[src/rtl/host_sequencer_if.sv]
// Host byte stream and core-side command bus of the host sequencer.
// The master side drives bytes, abort and ready; the slave side is the sequencer.
interface host_sequencer_if;
    logic [7:0] byte_in;
    logic       byte_valid;
    logic       byte_ready;
    logic       abort;
    logic       ready;
    logic [7:0] din;
    logic [1:0] cmd;
    logic       busy;
    logic       timeout_err;

    modport master (
        output byte_in, byte_valid, abort, ready,
        input  byte_ready, din, cmd, busy, timeout_err
    );

    modport slave (
        input  byte_in, byte_valid, abort, ready,
        output byte_ready, din, cmd, busy, timeout_err
    );
endinterface

[src/rtl/host_sequencer.sv]
// Collects a 16-byte plaintext and a 16-byte key from the host and replays them
// to the cipher input interface, then issues start and waits for ready.
module host_sequencer #(
    parameter int TIMEOUT = 255
) (
    input  logic            clk,
    input  logic            rst_,
    host_sequencer_if.slave hif
);

    localparam int WAIT_W = (TIMEOUT < 2) ? 1 : $clog2(TIMEOUT);
    localparam logic [WAIT_W-1:0] WAIT_LAST = WAIT_W'(TIMEOUT - 1);

    localparam logic [1:0] CMD_IDLE  = 2'b00;
    localparam logic [1:0] CMD_PT    = 2'b01;
    localparam logic [1:0] CMD_KEY   = 2'b10;
    localparam logic [1:0] CMD_START = 2'b11;

    typedef enum logic [2:0] {
        S_LP = 3'd0,
        S_SP = 3'd1,
        S_LK = 3'd2,
        S_SK = 3'd3,
        S_ST = 3'd4,
        S_WT = 3'd5
    } state_e;

    state_e              state_q, state_d;
    logic [3:0]          cnt_q, cnt_d;
    logic [WAIT_W-1:0]   wait_q, wait_d;
    logic [127:0]        buf_q, buf_d;
    logic [7:0]          din_q, din_d;
    logic [1:0]          cmd_q, cmd_d;
    logic                byte_ready;
    logic                accept;
    logic                timeout_hit;

    // rst_ gates byte_ready so the host never sees it high while reset is held.
    assign byte_ready = rst_ && !hif.abort && ((state_q == S_LP) || (state_q == S_LK));
    assign accept     = hif.byte_valid && byte_ready;

    always_comb begin
        state_d     = state_q;
        cnt_d       = cnt_q;
        wait_d      = wait_q;
        buf_d       = buf_q;
        din_d       = 8'h00;
        cmd_d       = CMD_IDLE;
        timeout_hit = 1'b0;

        if (hif.abort) begin
            state_d = S_LP;
            cnt_d   = '0;
            wait_d  = '0;
            buf_d   = '0;
        end else begin
            case (state_q)
                S_LP, S_LK: begin
                    if (accept) begin
                        buf_d = {buf_q[119:0], hif.byte_in};
                        cnt_d = cnt_q + 4'd1;
                        // On the 16th byte the first byte sits just below the top
                        // slot, so it can be launched on the same edge.
                        if (cnt_q == 4'd15) begin
                            state_d = (state_q == S_LP) ? S_SP : S_SK;
                            cmd_d   = (state_q == S_LP) ? CMD_PT : CMD_KEY;
                            din_d   = buf_q[119:112];
                        end
                    end
                end

                S_SP, S_SK: begin
                    // Rotate so the top byte always matches the byte on din.
                    buf_d = {buf_q[119:0], buf_q[127:120]};
                    cnt_d = cnt_q + 4'd1;
                    if (cnt_q == 4'd15) begin
                        state_d = (state_q == S_SP) ? S_LK : S_ST;
                        cmd_d   = (state_q == S_SP) ? CMD_IDLE : CMD_START;
                    end else begin
                        cmd_d = (state_q == S_SP) ? CMD_PT : CMD_KEY;
                        din_d = buf_q[119:112];
                    end
                end

                S_ST: begin
                    state_d = S_WT;
                    wait_d  = '0;
                end

                S_WT: begin
                    if (hif.ready) begin
                        state_d = S_LP;
                        wait_d  = '0;
                    end else if (wait_q == WAIT_LAST) begin
                        timeout_hit = 1'b1;
                        state_d     = S_LP;
                        wait_d      = '0;
                    end else begin
                        wait_d = wait_q + 1'b1;
                    end
                end

                default: begin
                    state_d = S_LP;
                    cnt_d   = '0;
                    wait_d  = '0;
                end
            endcase
        end
    end

    always_ff @(posedge clk or negedge rst_) begin
        if (!rst_) begin
            state_q <= S_LP;
            cnt_q   <= '0;
            wait_q  <= '0;
            buf_q   <= '0;
            din_q   <= 8'h00;
            cmd_q   <= CMD_IDLE;
        end else begin
            state_q <= state_d;
            cnt_q   <= cnt_d;
            wait_q  <= wait_d;
            buf_q   <= buf_d;
            din_q   <= din_d;
            cmd_q   <= cmd_d;
        end
    end

    assign hif.byte_ready  = byte_ready;
    assign hif.din         = din_q;
    assign hif.cmd         = cmd_q;
    assign hif.busy        = (state_q != S_LP);
    assign hif.timeout_err = timeout_hit;

endmodule

[src/flat_wrapper.sv]
// flat-port wrapper written by rule: the top's interface ports become plain ports
module host_sequencer_flat 
#(
    parameter int TIMEOUT = 255
)
  (clk, rst_, hif_byte_in, hif_byte_valid, hif_abort, hif_ready, hif_byte_ready, hif_din, hif_cmd, hif_busy, hif_timeout_err);
  host_sequencer_if hif_i ();
  input  logic clk;
  input  logic rst_;
  input wire logic [$bits(hif_i.byte_in)-1:0] hif_byte_in;
  input wire logic [$bits(hif_i.byte_valid)-1:0] hif_byte_valid;
  input wire logic [$bits(hif_i.abort)-1:0] hif_abort;
  input wire logic [$bits(hif_i.ready)-1:0] hif_ready;
  output wire logic [$bits(hif_i.byte_ready)-1:0] hif_byte_ready;
  output wire logic [$bits(hif_i.din)-1:0] hif_din;
  output wire logic [$bits(hif_i.cmd)-1:0] hif_cmd;
  output wire logic [$bits(hif_i.busy)-1:0] hif_busy;
  output wire logic [$bits(hif_i.timeout_err)-1:0] hif_timeout_err;
  assign hif_i.byte_in = hif_byte_in;
  assign hif_i.byte_valid = hif_byte_valid;
  assign hif_i.abort = hif_abort;
  assign hif_i.ready = hif_ready;
  assign hif_byte_ready = hif_i.byte_ready;
  assign hif_din = hif_i.din;
  assign hif_cmd = hif_i.cmd;
  assign hif_busy = hif_i.busy;
  assign hif_timeout_err = hif_i.timeout_err;
  host_sequencer #(.TIMEOUT(TIMEOUT)) u_core (.clk(clk), .rst_(rst_), .hif(hif_i));
endmodule
[config.mk]
export PLATFORM = sky130hd
export DESIGN_NAME = host_sequencer_flat
export DESIGN_NICKNAME = d
export VERILOG_FILES = /design/src/rtl/host_sequencer_if.sv /design/src/rtl/host_sequencer.sv /design/src/flat_wrapper.sv
export SDC_FILE = /design/constraint.sdc
export NUM_CORES = 1
export LEC_CHECK = 0
export ABC_AREA = 1
export CAP_MARGIN = 20
export CORE_UTILIZATION = 60
export DETAILED_ROUTE_END_ITERATION = 12
export GPL_TIMING_DRIVEN = 0
export HOLD_SLACK_MARGIN = 0.05
export PLACE_DENSITY = 0.76
export SLEW_MARGIN = 30
export SYNTH_ARGS = -nofsm -noshare
export SYNTH_HDL_FRONTEND = slang
export SYNTH_SLANG_ARGS = --single-unit
[constraint.sdc]
create_clock -name clk -period 4.1 [get_ports clk]
set_clock_uncertainty 0.05 [all_clocks]
set_input_delay 0.615 -clock clk [delete_from_list [all_inputs] [get_ports clk]]
set_output_delay 0.615 -clock clk [all_outputs]
set_load 0.05 [all_outputs]
==> results of run 1 <==
==> power groups by stage <==
stage,Sequential (mW),Clock [mW],Combinational (mW)
after detailed placement,1.65,0,0.504
after global routing,1.63,1.71,0.576
after floorplan,1.64,0,0.334
after CTS,1.62,1.65,0.515
after global placement,1.65,0,0.490
final,1.62,1.63,0.517
==> cell usage in the layout (no fill, tap or decap), types with 2 or more instances in the layout <==
master	n
nand3_1	133
clkdlybuf4s50_1	24
clkinvlp_4	3
dfrtp_1	153
inv_1	35
clkinv_4	3
a21oi_1	6
nand4_1	7
clkinv_2	2
nor3_1	9
xor2_1	4
nand2_1	264
nor2_1	15
inv_6	2
clkbuf_8	2
ha_1	3
clkbuf_1	16
buf_4	9
buf_1	3
bufinv_16	4
o21ai_0	39
clkbuf_16	16
buf_2	15
==> logic make-up (layout without fill, tap and decap cells) <==
group	Yosys count	count (layout)	share of synthesized area, %
AOI/OAI and AO/OA	48	48	3.91
xor gates and xnor gates	5	5	0.691
adders and majority gates	3	3	0.593
buffers and inverters	79	138	5.51
DFF	153	153	60.5
and+or+nand+nor	431	431	28.8
==> worst min-delay path: stages (launching register included) <==
cell and delay [ns]:
dfrtp_1 0.34, nand2_1 0.05, nand2_1 0.04
==> worst min-delay path by stage <==
stage | start | endpoint | slack [ns] | depth (start not counted)
after floorplan | rst_ | u_core.buf_q[0]$_DFFE_PN0P_ | 0.27 | 0
after global placement | u_core.buf_q[21]$_DFFE_PN0P_ | u_core.buf_q[21]$_DFFE_PN0P_ | 0.40 | 2
after detailed placement | u_core.buf_q[72]$_DFFE_PN0P_ | u_core.buf_q[72]$_DFFE_PN0P_ | 0.41 | 2
after CTS | u_core.buf_q[61]$_DFFE_PN0P_ | u_core.buf_q[61]$_DFFE_PN0P_ | 0.43 | 2
after global routing | u_core.buf_q[61]$_DFFE_PN0P_ | u_core.buf_q[61]$_DFFE_PN0P_ | 0.45 | 2
final | u_core.buf_q[61]$_DFFE_PN0P_ | u_core.buf_q[61]$_DFFE_PN0P_ | 0.42 | 2
==> cells in the mapped netlist, drive strengths merged <==
cell,n,share of area (%)
xor2,4,0.55
ha,3,0.59
o22ai,1,0.099
xnor2,1,0.14
nand2,265,16
nor3,9,0.71
a21oi,7,0.61
buf,27,2.4
o21ai,39,3.1
nand3,133,11
nor2,16,1.1
nand4,7,0.69
nand3b,1,0.12
clkbuf,16,0.95
inv,36,2.1
dfrtp,153,60
o211ai,1,0.12
==> final cells by class <==
cell class | instances | area share [%]
Clock inverter | 14 | 2.65
Sequential cell | 153 | 51.6
Clock buffer | 18 | 5.77
Buffer | 43 | 2.88
Multi-Input combinational cell | 487 | 29.1
Inverter | 36 | 1.82
Timing Repair Buffer | 27 | 3.95
Tap cell | 136 | 2.29
==> layer usage <==
metal / wire length, um / vias to the layer above / GRT usage, % / share of wire, %
met1: 6370 / 2478 / 39.3 / 45
met2: 6850 / 177 / 45.5 / 48
met5: 0 / - / 0 / 0
met3: 724 / 25 / 5.43 / 5.1
li1: - / 2407 / - / -
met4: 304 / 0 / 11.0 / 2.1
==> state kept, by name (all words and copies together), names as in the netlist <==
signal,flops
u_core.hif.din,8
u_core.state_q,3
u_core.buf_q,128
u_core.wait_q,8
u_core.hif.cmd,2
u_core.cnt_q,4
==> stage by stage <==
step                      area, um^2  setup slack (ns)  utilization [%]  total power [mW]
after floorplan                 6330              1.55                -              1.97
after global placement          6750             -3.89             65.7              2.14
after detailed placement        6790             0.801             66.0              2.15
after CTS                       7420             0.657             72.2              3.79
after global routing            7420             0.557             72.2              3.91
final                           7420             0.707             72.2              3.77
==> flow_metrics.py, run 1 <==
metrics = {
    "power": {
        "ir_drop_v": 0.000479,
        "power.share.clock_pct": 43.3,
        "p_seq_share_pct": 43.0,
        "p_int_mw": 2.73,
        "leakage_nw": 3.86,
        "comb_power_share_pct": 13.7,
        "power.density_nw_per_um2": 509,
        "p_switching_mw": 1.05,
        "switching_share_pct": 27.7,
    },
    "setup_path": {
        "rrSetupSlack_ns": 1.85,
        "crit_chain": "dlygate4sd3_1, buf_8, inv_1, nor2_1, clkdlybuf4s50_1",
        "worstRegToRegCells": 7,
        "critPathMaxFanout": 71,
        "endpoint": "hif_byte_ready",
        "r2r_start": "u_core.state_q[2]$_DFFE_PN0P_",
        "worst-path-stages": 5,
        "endpoint_kind": "output pin",
        "r2r_end": "u_core.buf_q[125]$_DFFE_PN0P_",
        "cp_top_family": "buffers and inverters",
        "critPathBufInv": 4,
        "path_class": "in2out",
        "startpoint_type": "primary input",
        "critPathSlowestCell": "clkdlybuf4s50_1",
        "critPathLaunch": "rst_",
        "max_stage_delay_ns": 0.82,
        "cp.arrival_ns": 2.73,
        "critical_path_required_ns": 3.43,
    },
    "floorplanning": {
        "die-area_um2": 11000,
        "core_area_um2": 10300,
        "die_w_um": 105,
        "die_height_um": 105,
        "start_util_pct": 61.6,
        "io_pins": 26,
        "num_rows": 37,
    },
    "layout": {
        "syn2layout_area_growth_pct": 17.2,
        "diodes": 0,
        "nets": 781,
        "fin_cells": 914,
        "fillers": 755,
        "layout-drive-gt1-share_pct": 7.97,
        "regArea_um2": 3830,
        "multi_input_area_um2": 2160,
    },
    "grt": {
        "grt_pass1_vias": 4909,
        "grt_max_degree": 85,
        "grt_usage_pct": 28.6,
        "antenna_found_initial": 0,
        "overflow": 0,
        "grt_pass1_wl_um": 24200,
    },
    "timing": {
        "hold_slack_ns": 0.423,
        "setup_viol": 0,
        "rsz0062_at_grt": "no",
        "final_hold_viol_count": 0,
        "fin_crit_ns": 3.39,
        "fmax_ghz": 0.295,
        "finalSetupTns_ns": 0,
        "worst_pin_slew_ns": 0.580,
        "finalCritPeriodShare_pct": 82.8,
        "max_slew_margin_pct": 61.2,
        "drv_slew": 0,
    },
    "yosys": {
        "ys_ff_latch": 153,
        "ys_seq_area_share_pct": 60.5,
        "synth_fp_nets": 735,
        "synth-warning-count": 0,
        "synth_cell_types": 23,
        "synth_area_per_cell_um2": 8.81,
        "synth_cells": 719,
        "synth_area_um2": 6330,
    },
    "drt": {
        "detail_route.wl_per_cell_um": 15.6,
        "drt_pre_antenna_iters": 5,
        "routed_via_density": 5.57,
        "routed_wl_um": 14300,
        "vias": 5087,
        "drt-initial-drc-count": 379,
        "drc": 0,
        "antenna_left": 0,
    },
    "cts": {
        "cts_resized": 0,
        "cts_sinks": 153,
        "clkSlewWorstSetupHoldPaths_ns": 0.06,
        "cts_tree": "yes",
        "root_buffer": "clkbuf_8",
        "hold_buffers": 1,
        "post_cts_buffers": 0,
        "cts_made_buffers": 17,
        "htree_levels": 4,
        "clk_latency_ns": 0.53,
        "clk_path_buf_depth": 2,
    },
    "placement": {
        "io_buffers": 25,
        "dp_hpwl_um": 9260,
        "numPlacedInstances": 881,
        "gp_routability_congestion": 0.792,
    },
    "hold_path": {
        "hp-class": "reg2reg",
    },
    "job": {
        "maxCapViolCount": 0,
    },
    "status": {
        "status": "finished clean",
    },
}
Note: power is estimated with default switching activity, not from simulation.
==> run 2: changes to the inputs <==
- clock period: 4.1 -> 3.2 ns (I/O delays scaled with it)
==> run 2 against run 1 <==
Against the previous run:
- register-to-register slack got worse by 0.89 ns
- total power increased by 28%
- sequential share of layout area about the same
- die area unchanged
- clock-buffer cell count unchanged
- setup slack got worse by 0.56 ns
- critical path type unchanged
==> flow_metrics.py, run 2 (synthesis results as in run 1) <==
metrics = {
    "status": {
        "status": "finished clean",
    },
    "floorplanning": {
        "core_area_um2": 10300,
        "die_height_um": 105,
        "start_util_pct": 61.6,
        "die-area_um2": 11000,
        "io_pins": 26,
        "die_w_um": 105,
        "num_rows": 37,
    },
    "timing": {
        "max_slew_margin_pct": 61.8,
        "finalCritPeriodShare_pct": 95.4,
        "drv_slew": 0,
        "hold_slack_ns": 0.403,
        "worst_pin_slew_ns": 0.571,
        "fin_crit_ns": 3.05,
        "rsz0062_at_grt": "no",
        "final_hold_viol_count": 0,
        "fmax_ghz": 0.328,
        "setup_viol": 0,
    },
    "drt": {
        "routed_wl_um": 14300,
        "drt-initial-drc-count": 377,
        "antenna_left": 0,
        "drt_pre_antenna_iters": 6,
        "routed_via_density": 5.57,
        "vias": 5087,
        "detail_route.wl_per_cell_um": 15.6,
        "drc": 0,
    },
    "layout": {
        "final_cell_mix": "264 x nand2_1, 153 x dfrtp_1, 133 x nand3_1, 39 x o21ai_0, 35 x inv_1",
        "layout-drive-gt1-share_pct": 7.97,
        "final_core_util_pct": 72.3,
        "layout_commonest_cell": "nand2_1",
        "fillers": 753,
        "multi_input_area_um2": 2160,
        "fin_cells": 914,
        "syn2layout_area_growth_pct": 17.2,
        "top_register": "u_core.buf_q",
        "regArea_um2": 3830,
        "diodes": 0,
        "design_area_um2": 7430,
        "nets": 781,
        "largest_reg_flops": 128,
    },
    "placement": {
        "dp_hpwl_um": 9260,
        "place_area_um2": 6790,
        "io_buffers": 25,
        "gp_routability_congestion": 0.792,
        "numPlacedInstances": 881,
    },
    "cts": {
        "clk_path_buf_depth": 2,
        "cts_tree": "yes",
        "clk_latency_ns": 0.53,
        "root_buffer": "clkbuf_8",
        "clkSlewWorstSetupHoldPaths_ns": 0.06,
        "htree_levels": 4,
        "post_cts_buffers": 0,
        "cts_sinks": 153,
        "cts_made_buffers": 17,
    },
    "setup_path": {
        "critical_path_required_ns": 2.67,
        "worstRegToRegCells": 7,
        "critPathMaxFanout": 9,
        "endpoint_kind": "output pin",
        "path_class": "in2out",
        "cp.arrival_ns": 2.52,
        "startpoint_type": "primary input",
    },
    "grt": {
        "grt_pass1_vias": 4909,
        "grt_pass1_wl_um": 24200,
        "grt_usage_pct": 28.6,
        "grt_max_degree": 85,
        "overflow": 0,
        "antenna_found_initial": 0,
    },
    "power": {
        "power.density_nw_per_um2": 651,
        "leakage_nw": 3.86,
        "ir_drop_v": 0.000614,
        "finalPower_mw": 4.84,
    },
    "job": {
        "maxCapViolCount": 0,
    },
    "hold_path": {
        "hp-class": "in2async",
    },
}
[run 2: cell count changes in the layout (fill, tap and decap cells not counted)]
cell	change
buf_8	-1
buf_12	+1
[run 2: path summary, 6_finish.rpt]
kind	endpoint	start	slack (ns)
worst max-delay path	hif_byte_ready	hif_abort	0.15
worst min-delay path	u_core.buf_q[115]$_DFFE_PN0P_	rst_	0.40
worst max register to register	u_core.buf_q[125]$_DFFE_PN0P_	u_core.state_q[2]$_DFFE_PN0P_	0.96
worst min register to register	u_core.buf_q[61]$_DFFE_PN0P_	u_core.buf_q[61]$_DFFE_PN0P_	0.42
max in group asynchronous	u_core.buf_q[59]$_DFFE_PN0P_	rst_	1.97
min in group clk	u_core.buf_q[61]$_DFFE_PN0P_	u_core.buf_q[61]$_DFFE_PN0P_	0.42
[run 2: through the flow]
step | setup TNS (ns) | setup slack (ns)
after detailed placement | 0 | 0.171
after floorplan | 0 | 0.823
after CTS | 0 | 0.0267
final | 0 | 0.147
after global routing | 0 | 0.0438
after global placement | -1274.18 | -4.52
[run 2: repair_timing]
| action | CTS | global route |
|---|---|---|
| hold endpoints to repair | 69 | 0 |
| hold buffers | 1 | 0 |
| endpoints found under the setup margin | 0 | 1 |
| resized for setup | 0 | 1 |
[run 2: area by class of cell]
class | instances | share of cell area, %
sequential | 153 | 51.6
multi-input combinational | 487 | 29.0
clock buffer | 18 | 5.76
timing repair buffer | 27 | 4.01
buffer | 43 | 2.88
clock inverter | 14 | 2.65
tap | 136 | 2.29
inverter | 36 | 1.82
[run 2: worst max-delay path, cell delays in order]
cell	delay, ns
clkdlybuf4s50_1	0.55
nor2_4	0.34
nand2_1	0.17
nor2_1	0.16
clkdlybuf4s50_1	0.82
[run 2: layer usage]
metal  global-route usage, %  part of all wire, %  wire length, um
met4                    11.0                  2.2              316
met1                    39.3                   45             6340
met5                       0                    0                0
met3                    5.43                  4.9              699
met2                    45.5                   48             6890
[run 2: report_power, final]
group	leakage [nW]	internal (mW)	switching [mW]	total [mW]
Combinational	1.44	0.186	0.477	0.663
Clock	0.298	1.29	0.800	2.09
Sequential	2.12	2.02	0.0634	2.08
Total	3.86	3.50	1.34	4.84
==> RTL edit 1, RTL diff (settings of run 2) <==
Re-encode `state_e` (6 states) as one-hot, 6 bits wide.
--- a/src/rtl/host_sequencer.sv
+++ b/src/rtl/host_sequencer.sv
@@ -16,13 +16,13 @@
     localparam logic [1:0] CMD_KEY   = 2'b10;
     localparam logic [1:0] CMD_START = 2'b11;
 
-    typedef enum logic [2:0] {
-        S_LP = 3'd0,
-        S_SP = 3'd1,
-        S_LK = 3'd2,
-        S_SK = 3'd3,
-        S_ST = 3'd4,
-        S_WT = 3'd5
+    typedef enum logic [5:0] {
+        S_LP = 6'b000001,
+        S_SP = 6'b000010,
+        S_LK = 6'b000100,
+        S_SK = 6'b001000,
+        S_ST = 6'b010000,
+        S_WT = 6'b100000
     } state_e;
 
     state_e              state_q, state_d;
Behaviour: same outputs for any inputs over 4 cycles, from zero or initial values and one cycle with rst_ low; so few cycles prove little.
==> RTL edit 1 against run 2 <==
Sequential cell count rose by 3. Setup slack improved by 170 ps. Final area up 5.1%. Largest cell class unchanged. Area after synthesis grew 5.6%. Cell count up 3.6%. Critical path depth is 2 higher. Wire length increased by 2.5%.
Power is not compared: it rests on default switching activity, and its combinational part moved more than twofold at a synthesized area within 25%.
==> RTL edit 1: results <==
set metrics [dict create \
    run_status "complete, no violations" \
    hp-class "in2reg" \
    highest_layer "met4" \
    grt_usage_pct 28.55 \
    drive_above_1_share_pct 11.03 \
    dr_wl_met3_um 606 \
    arrival_ps 2350 \
    drt_first_iter_violations 453 \
    seq_area_frac_synth_pct 58.40 \
    via_per_inst 5.604 \
    wl_met1_mm 6.649 \
    grtUsageMet1_pct 39.39 \
    tightest_slew_ps 517.1 \
    dp_hpwl_mm 9.610 \
    clock_latency_ps 540 \
    clk_pin_slew_worst_paths_ps 60 \
    synthFlopType "dfrtp_1" \
    ys_types 31 \
    gr-usage-met2_pct 44.05 \
    cp-startpoint "u_core.state_q[0]" \
    async_reset_ff_share_pct 100.0 \
    dpl.cell_count 913 \
    mappedNetlistNets 764 \
    num_vias 5307 \
    hp-start "hif_abort" \
    r2r_cells 9 \
    antenna_cells 0 \
    yosysWarnings 0 \
    holdPathEnd "u_core.state_q[3]" \
    grt_max_degree 86 \
    drtPass1Iterations 4 \
    postCtsHoldBufs 2 \
    hold_path_depth 4 \
    wire_per_inst_um 15.42 \
    syn_avg_cell_area_um2 8.939 \
    grt.met3_usage_pct 6.356 \
    grt_pass1_vias 5095 \
    comb_power_share_pct 26.8 \
    routed-wl-met2_mm 7.032 \
    grt_antenna_before_repair 0 \
    io_buffers 24 \
    powerSeq_mw 2.24 \
    postCtsResizedCells 1 \
    final_nets 810 \
    place.gp.congestion 0.8062 \
    yosys-top-cells-count "251 x nand2_1, 155 x dfrtp_1, 128 x nand3_1" \
    worstReg2RegEnd "u_core.buf_q[89]" \
    synth_area_leaders "dfrtp_1 58%, nand2_1 14%, nand3_1 9.6%" \
    grt_pass1_wl_mm 24.94 \
    crit_path_max_fanout 6 \
    regMostFlops "u_core.buf_q" \
    r2r_slack_ps 1230 \
]
## RTL edit 1: changes by cell type after synthesis, sizes merged, moves of 4 or more
cell    delta
nor2      +22
a21oi      +6
o21bai     +4
clkbuf    -10
buf       +11
nand2     -11
nor3       -7
o21ai     +12
## RTL edit 1: metrics by stage
stage / hold slack, ps / setup slack [ps] / instance area, um^2
global placement: 405.5 / -5382 / 7102
detailed placement: 408.8 / 289.1 / 7134
global route: 392.3 / 206.4 / 7807
finish: 366.5 / 318.6 / 7807
floorplan: 134.4 / 273.4 / 6686
CTS: 330.4 / 42.67 / 7805
## RTL edit 1: how the worst max path moves through the flow
stage / endpoint / slack, ps / depth (start not counted)
after floorplan: hif_timeout_err / 270 / 3
after global placement: hif_byte_ready / -5380 / 4
after detailed placement: hif_byte_ready / 290 / 4
after CTS: hif_timeout_err / 40 / 5
after global routing: hif_byte_ready / 210 / 7
final: hif_byte_ready / 320 / 7
## RTL edit 1: cell type report
class | instances | area, um^2
sequential | 156 | 3905
fill | 795 | 3033
multi-input combinational | 512 | 2341
clock buffer | 22 | 473.0
timing repair buffer | 27 | 311.5
buffer | 44 | 305.3
tap | 140 | 175.2
clock inverter | 10 | 161.4
inverter | 36 | 135.1
## RTL edit 1: worst max-delay path, stage by stage (launching register included)
cell and delay [ps]:
dfstp_2 560, inv_1 60, nor2_2 130, nand3_4 120, nand2_4 130, inv_1 60, nor3_1 190, dlygate4sd2_1 560
## RTL edit 1: logic make-up (layout without fill, tap and decap cells)
kind of cell             after synthesis  after routing  share of synthesized area [%]
AO/OA/AOI/OAI                         71             71                          5.763
XOR/XNOR                               1              1                         0.1310
adder cells (fa/ha/maj)                3              3                         0.5614
buffers and inverters                 80            139                          6.587
flip-flops                           156            156                          58.40
multiplexers                           1              1                         0.1497
AND/OR/NAND/NOR                      436            436                          28.41
==> RTL edit 2, RTL diff (config.mk and constraints of run 2) <==
Without the edit above. `TIMEOUT` is set to 255 in 2 places; all go to 510.
--- a/src/rtl/host_sequencer.sv
+++ b/src/rtl/host_sequencer.sv
@@ -1,7 +1,7 @@
 // Collects a 16-byte plaintext and a 16-byte key from the host and replays them
 // to the cipher input interface, then issues start and waits for ready.
 module host_sequencer #(
-    parameter int TIMEOUT = 255
+    parameter int TIMEOUT = 510
 ) (
     input  logic            clk,
     input  logic            rst_,
--- a/src/flat_wrapper.sv
+++ b/src/flat_wrapper.sv
@@ -1,7 +1,7 @@
 // flat-port wrapper written by rule: the top's interface ports become plain ports
 module host_sequencer_flat 
 #(
-    parameter int TIMEOUT = 255
+    parameter int TIMEOUT = 510
 )
   (clk, rst_, hif_byte_in, hif_byte_valid, hif_abort, hif_ready, hif_byte_ready, hif_din, hif_cmd, hif_busy, hif_timeout_err);
   host_sequencer_if hif_i ();
Behaviour: same outputs for any inputs over 4 cycles, from zero or initial values and one cycle with rst_ low; that may be too few to reach the edited logic, so the function may still have changed.
==> RTL edit 2 against run 2 <==
Power grew 2.6%. Setup slack gained 150 ps. Largest cell class unchanged. Final area decreased by 0.74%. Count of clock-buffer cells in the layout rose by 1. Sequential cell count is 1 higher. Area after synthesis down 0.57%. Highest routed layer unchanged. Wire length down 6.7%.
==> RTL edit 2: results <==
set metrics [dict create \
    run_status "complete, no violations" \
    synth_area_leaders "dfrtp_1 61%, nand2_1 21%, o21ai_0 3.6%" \
    ir_drop_uv 451.9 \
    htreeDepth 4 \
    grt_max_degree 87 \
    synth-xor-area-share_pct 0.4172 \
    grt-ovfl-total 0 \
    seq_area_frac_synth_pct 61.20 \
    synthAdderAreaFrac_pct 0.5961 \
    power.switching_mw 1.484 \
    tightest_slew_ps 506.4 \
    synth_compound_gate_area_share_pct 6.120 \
    p_leak_nw 3.846 \
    grt_antenna_before_repair 0 \
    num_vias 4787 \
    ys_types 30 \
    crit_path_max_fanout 5 \
    fillers 767 \
    drive_above_1_share_pct 8.986 \
    postCtsResizedCells 0 \
    hp-class "reg2reg" \
    wire_per_inst_um 14.54 \
    drt_first_iter_violations 331 \
    postCtsHoldBufs 2 \
    dp_slack_ps 320.4 \
    clock_latency_ps 540 \
    synthFlopType "dfrtp_1" \
    finalHoldViolCount 0 \
    grt_pass1_wl_mm 22.58 \
    io_buffers 25 \
    grt_usage_pct 26.88 \
    synth_mux_area_share_pct 0 \
    yosysWarnings 0 \
    arrival_ps 2370 \
    grt_pass1_vias 4712 \
    place.gp.congestion 0.8803 \
    dp_hpwl_mm 8.880 \
    yosys-top-cells-count "349 x nand2_1, 154 x dfrtp_1, 49 x inv_1" \
    final_nets 782 \
    drtPass1Iterations 5 \
]
[RTL edit 2: path summary, 6_finish.rpt]
kind	startpoint	end	slack, ps	cells past startpoint
worst max-delay path	u_core.wait_q[5]	hif_timeout_err	300	5
worst min-delay path	u_core.buf_q[40]	u_core.buf_q[48]	420	2
worst max register to register	u_core.state_q[2]	u_core.buf_q[27]	1410	8
worst min register to register	u_core.buf_q[40]	u_core.buf_q[48]	420	2
max in group asynchronous	rst_	u_core.buf_q[81]	2220	3
min in group asynchronous	rst_	u_core.wait_q[4]	510	3
[RTL edit 2: stage by stage]
stage / std cells / area [um^2] / hold slack [ps]
after floorplan: 719 / 6297 / 134.4
after global placement: 880 / 6718 / 401.9
after detailed placement: 881 / 6750 / 407.5
after CTS: 915 / 7371 / 424.9
after global routing: 915 / 7371 / 443.0
final: 915 / 7371 / 421.1
[RTL edit 2: power by group through the flow]
stage	clock network (mW)	registers (mW)	logic (mW)
3_3_place_gp	0	2.15	0.834
6_report	1.97	2.12	0.867
4_1_cts	1.99	2.12	0.868
3_5_place_dp	0	2.16	0.856
5_1_grt	2.07	2.13	0.966
2_1_floorplan	0	2.16	0.579
[RTL edit 2: layer usage]
metal	vias up	global-route usage [%]	share of wire [%]
li1	2314	-	-
met3	25	5.576	4.3
met4	0	12.65	2.3
met1	2335	37.38	46
met5	-	0	0
met2	113	40.78	47
[RTL edit 2: cell type report]
class	count	share of cell area (%)
clock inverter	13	1.918
timing repair buffer	28	4.346
clock buffer	19	5.992
sequential	154	52.28
tap	136	2.309
multi-input combinational	485	27.94
buffer	30	2.665
inverter	50	2.546
[RTL edit 2: worst max-delay path: stages (launching register included)]
cell             delay (ps)
dfrtp_1                 410
nand2_1                 110
nor2_1                  210
nand2_1                 130
nor3_1                  140
clkdlybuf4s50_1         820
